`src/rtl/imem_loader_pkg.sv`:
```
// Shared definitions for the instruction-memory loader and the fetch stage.
// The fetch stage takes BASE_ADDR and DEPTH from here.
package imem_loader_pkg;

    typedef enum logic [1:0] {
        IDLE  = 2'd0,
        LOAD  = 2'd1,
        FLUSH = 2'd2,
        DONE  = 2'd3
    } load_state_t;

    localparam int          DEPTH_DEF     = 101;
    localparam int          ADDR_W_DEF    = 7;
    localparam logic [31:0] BASE_ADDR_DEF = 32'h0004_0000;

endpackage

```
`src/rtl/imem_word_packer.sv`:
```
// Big-endian byte-to-word packer with a 2-bit lane counter.
// A final byte on lanes 0..2 emits the word zero-padded, flagged by padded.
module imem_word_packer (
    input  logic        clk,
    input  logic        rst,
    input  logic        clear,
    input  logic        push,
    input  logic        last,
    input  logic [7:0]  byte_in,
    output logic        word_valid,
    output logic [31:0] word,
    output logic        padded,
    output logic [1:0]  lane
);

    logic [23:0] held;
    logic [31:0] merged;

    // Bytes not yet received stay zero, which yields the padding for free
    always_comb begin
        merged = {held, 8'h00};
        unique case (lane)
            2'd0: merged = {byte_in, 24'h000000};
            2'd1: merged = {held[23:16], byte_in, 16'h0000};
            2'd2: merged = {held[23:8], byte_in, 8'h00};
            2'd3: merged = {held, byte_in};
        endcase
    end

    always_ff @(posedge clk or negedge rst) begin
        if (!rst) begin
            held       <= '0;
            lane       <= '0;
            word       <= '0;
            word_valid <= 1'b0;
            padded     <= 1'b0;
        end else begin
            word_valid <= 1'b0;
            padded     <= 1'b0;
            if (clear) begin
                held <= '0;
                lane <= '0;
            end else if (push) begin
                if (lane == 2'd3 || last) begin
                    word       <= merged;
                    word_valid <= 1'b1;
                    padded     <= (lane != 2'd3);
                    held       <= '0;
                    lane       <= '0;
                end else begin
                    held <= merged[31:8];
                    lane <= lane + 2'd1;
                end
            end
        end
    end

endmodule

```
`src/rtl/imem_loader.sv`:
```
// Loads a big-endian byte stream into instruction memory and holds
// the fetch stage in reset until the whole program has been written.
module imem_loader
    import imem_loader_pkg::*;
#(
    parameter int          DEPTH     = DEPTH_DEF,
    parameter int          ADDR_W    = ADDR_W_DEF,
    parameter logic [31:0] BASE_ADDR = BASE_ADDR_DEF
) (
    input  logic              clk,
    input  logic              rst,
    input  logic              start,
    input  logic              in_valid,
    output logic              in_ready,
    input  logic [7:0]        in_byte,
    input  logic              in_last,
    output logic              wr_en,
    output logic [ADDR_W-1:0] wr_addr,
    output logic [31:0]       wr_data,
    output logic              core_rst,
    output logic [31:0]       boot_pc,
    output logic              load_done,
    output logic [ADDR_W:0]   word_count,
    output logic              err_overflow
);

    localparam logic [ADDR_W:0] LIMIT = (ADDR_W + 1)'(DEPTH);

    load_state_t     state;
    load_state_t     next;
    logic            xfer;
    logic            begin_load;
    logic            full;
    logic            word_valid;
    logic            padded;
    logic [1:0]      lane;
    logic [31:0]     word;
    logic [ADDR_W:0] count;

    assign xfer       = in_valid & in_ready;
    assign begin_load = start & ((state == IDLE) | (state == DONE));
    assign full       = (count == LIMIT);

    imem_word_packer u_packer (
        .clk        (clk),
        .rst        (rst),
        .clear      (begin_load),
        .push       (xfer),
        .last       (in_last),
        .byte_in    (in_byte),
        .word_valid (word_valid),
        .word       (word),
        .padded     (padded),
        .lane       (lane)
    );

    always_ff @(posedge clk or negedge rst) begin
        if (!rst) state <= IDLE;
        else      state <= next;
    end

    always_comb begin
        next = state;
        unique case (state)
            IDLE:  if (start) next = LOAD;
            LOAD:  if (xfer && in_last)
                       next = (lane == 2'd3) ? DONE : FLUSH;
            FLUSH: if (padded) next = DONE;
            DONE:  if (start) next = LOAD;
            default: next = IDLE;
        endcase
    end

    always_comb begin
        in_ready   = (state == LOAD);
        core_rst   = (state != DONE);
        load_done  = (state == DONE);
        wr_en      = word_valid & ~full;
        wr_addr    = count[ADDR_W-1:0];
        wr_data    = word;
        word_count = count;
        boot_pc    = BASE_ADDR;
    end

    // Index equals words written, so one saturating counter serves both
    always_ff @(posedge clk or negedge rst) begin
        if (!rst) begin
            count        <= '0;
            err_overflow <= 1'b0;
        end else if (begin_load) begin
            count        <= '0;
            err_overflow <= 1'b0;
        end else begin
            if (word_valid && !full) count <= count + 1'b1;
            if (full && (xfer || word_valid)) err_overflow <= 1'b1;
        end
    end

endmodule

```
`config.mk`:
```
export PLATFORM = sky130hd
export DESIGN_NAME = imem_loader
export DESIGN_NICKNAME = d
export VERILOG_FILES = /design/src/rtl/imem_loader_pkg.sv /design/src/rtl/imem_word_packer.sv /design/src/rtl/imem_loader.sv
export SDC_FILE = /design/constraint.sdc
export NUM_CORES = 1
export LEC_CHECK = 0
export BUFFER_PORTS_ARGS = -buffer_cell sky130_fd_sc_hd__buf_2
export CORE_UTILIZATION = 40
export DETAILED_ROUTE_END_ITERATION = 7
export PLACE_DENSITY = 0.69
export SETUP_SLACK_MARGIN = 0.15
export SLEW_MARGIN = 20
export SYNTH_ARGS = -nofsm -noshare
export SYNTH_HDL_FRONTEND = slang
export SYNTH_SLANG_ARGS = --single-unit
```
`constraint.sdc`:
```
create_clock -name clk -period 2.96 [get_ports clk]
set_clock_uncertainty 0.05 [all_clocks]
set_input_delay 0.148 -clock clk [delete_from_list [all_inputs] [get_ports clk]]
set_output_delay 0.148 -clock clk [all_outputs]
set_load 0.01 [all_outputs]
```
==> metrics.yaml <==
outcome:
  outcome: "completed"
critical_path:
  arrival_ns: 2.30
  criticalPathCategory: "reg2reg"
  timing.critical_path.from: "state[0]$_DFFE_PN0P_"
  rr_startpoint: "state[0]$_DFFE_PN0P_"
  cp_max_fo: 32
  required_ns: 3.14
  startpoint_type: "flop"
  critPathCaptureType: "flop"
die:
  io_pins: 97
  start_util: 0.4176
  die_w_um: 95.09
  dieArea_mm2: 0.009041
  rows: 33
  core_area_mm2: 0.008299
  die_h_um: 95.09
sta:
  fin_crit_sh: 0.7170
  fin_crit_ns: 2.122
  max_freq_mhz: 471.2
  drv_slew: 0
  setup_tns_ns: 0
  setup_viol: 0
  holdWs_ns: 0.05847
  hold_viol: 0
  rsz0062_at_grt: "false"
  maxSlewHeadroom: 0.5882
  tightest_slew_ns: 0.6178
grt:
  grt_max_degree: 33
  grt_overflow: 0
  grt_usage: 0.1764
  grt_pass1_wl_um: 11870
  grt_pass1_vias: 2300
  antenna_found_initial: 0
final_layout:
  antenna_cells: 0
  area_delta_synth_final_pct: 12.17
  fin_nets: 387
  fillers: 792
  design_area_mm2: 0.003887
  ff_latch_area_mm2: 0.001777
  multi_input_area_mm2: 0.001381
  layout-drive-gt1-share: 0.2954
place:
  io_buffers: 64
  gp_congestion: 0.7547
  place_area_mm2: 0.003704
  dpl.hpwl_um: 4991
logic_synthesis:
  synth_cell_types: 38
  ys_top_cells_by_count: "71 x dfrtp_1, 39 x buf_4, 26 x a22o_1"
  yosys-top-cells-area: "dfrtp_1 51%, buf_4 8.4%, a22o_1 6.6%, a22oi_1 5.2%, mux2_2 3.6%"
  synthFlopType: "dfrtp_1"
  yosys_warnings: 0
  yosys_register_bits: 71
  syn_inst: 307
  synth_top_cell_area_share: 0.5126
  yosysMostFrequentCell: "dfrtp_1"
  seq_area_frac_synth: 0.5126
  synth_edf_count: 0
  async_flop_share: 1.000
  mappedNetlistArea_mm2: 0.003466
  synth.avg_cell_area_um2: 11.29
  synth_largest_area_cell: "dfrtp_1"
drt:
  drt-initial-drc-count: 117
  wl_per_cell_um: 15.16
  dr.pass1.iters: 4
  vias: 2447
  route.detailed.drc: 0
  routed_wl_um: 7184
  vias_per_cell: 5.162
  ant_nets: 0
cts:
  clk_latency_ns: 0.35
  cts_buffers: 9
  cts_sinks: 71
  htreeDepth: 3
  path_clk_slew_ns: 0.07
  clockBufferDepth: 2
  clock-root-buffer: "clkbuf_8"
  tritoncts: "done"
  post_cts_buffers: 0
power:
  pwr_density_cell_mw_per_mm2: 723.6
  p_leak_nw: 2.012
  peakVddDrop_uv: 308.6
job:
  maxCapViolCount: 0
worst_hold_path:
  min_from: "in_byte[6]"
  worstHoldPathType: "in2reg"
[critical path: stages, from the launching register on]
cell,delay (ns)
dfrtp_1,0.37
inv_1,0.07
ha_1,0.32
and2_4,0.20
or3_1,0.41
buf_4,0.26
mux2_4,0.33
[routing by layer]
| metal | vias to the layer above | wire, um | GRT usage |
|---|---|---|---|
| met3 | 10 | 506 | 0.03190 |
| met1 | 1201 | 3187 | 0.2515 |
| li1 | 1146 | - | - |
| met5 | - | 0 | 0 |
| met4 | 0 | 130 | 0.09848 |
| met2 | 90 | 3359 | 0.2518 |
[what timing repair did]
item / in CTS / in global routing
hold buffers: 1 / 0
hold endpoints to repair: 12 / 0
resized for setup: 0 / 0
setup endpoints to repair: 0 / 0
[stage by stage]
stage,setup slack [ns],instances,utilization,power (mW)
final,0.8376,474,0.4684,2.813
after global routing,0.6884,474,0.4684,3.004
after CTS,0.8286,474,0.4684,2.839
after detailed placement,0.8387,458,0.4463,2.145
after global placement,0.8754,458,0.4463,2.124
after floorplan,0.9600,337,-,1.899
[final timing paths]
kind	end	slack (ns)	cells after the start
max	u_packer.word[13]$_DFFE_PN0P_	0.84	6
min	u_packer.word[6]$_DFFE_PN0P_	0.06	2
max reg2reg	u_packer.word[13]$_DFFE_PN0P_	0.84	6
min reg2reg	u_packer.word[27]$_DFFE_PN0P_	0.43	2
max in group asynchronous	u_packer.word[8]$_DFFE_PN0P_	2.01	3
min in group asynchronous	word_count[0]$_DFFE_PN0P_	0.17	2
[sequential cells by signal, summed over array words and instances, names as in the netlist]
signal               cells
u_packer.word           32
u_packer.word_valid      1
u_packer.held           24
state                    2
word_count               8
u_packer.lane            2
err_overflow             1
u_packer.padded          1
[final cells by class]
| type | instances | share of cell area |
|---|---|---|
| flip-flops and latches | 71 | 0.4570 |
| well taps | 105 | 0.03379 |
| clock inverters | 3 | 0.004828 |
| inverters | 11 | 0.01062 |
| clock buffers | 12 | 0.03991 |
| repair buffers | 72 | 0.09849 |
| multi-input cells | 200 | 0.3553 |
[cells in the final DEF (no fill, tap or decap), types with 2 or more instances in the layout]
master,netlist,layout
a21oi_1,6,6
a22o_1,26,26
a22oi_1,24,24
a32o_1,8,8
buf_2,9,64
buf_4,39,7
clkbuf_8,0,11
clkinv_2,0,2
conb_1,2,32
dfrtp_1,71,71
ha_1,9,9
inv_1,10,10
mux2_2,11,11
mux2_4,6,6
nand2_1,12,12
nand3_1,2,2
nand4_1,2,2
nor2_1,25,25
nor3_1,3,3
o21ai_0,12,12
or2_2,2,2
or3_1,4,4
xnor2_1,2,2
[power breakdown]
| part | switching, mW | internal (mW) |
|---|---|---|
| clock network | 0.350 | 0.344 |
| registers | 0.0903 | 1.11 |
| logic | 0.576 | 0.346 |
[cells by family after synthesis]
kind of cell               Yosys count  synth area share
buffers and inverters               66            0.1213
DFF                                 71            0.5126
xor gates and xnor gates             3          0.007583
other                                2          0.002167
AOI/OAI and AO/OA                   80            0.1769
muxes                               18           0.06462
adders and majority gates            9           0.03249
and+or+nand+nor                     58           0.08231
(Power assumes the default switching activity.)
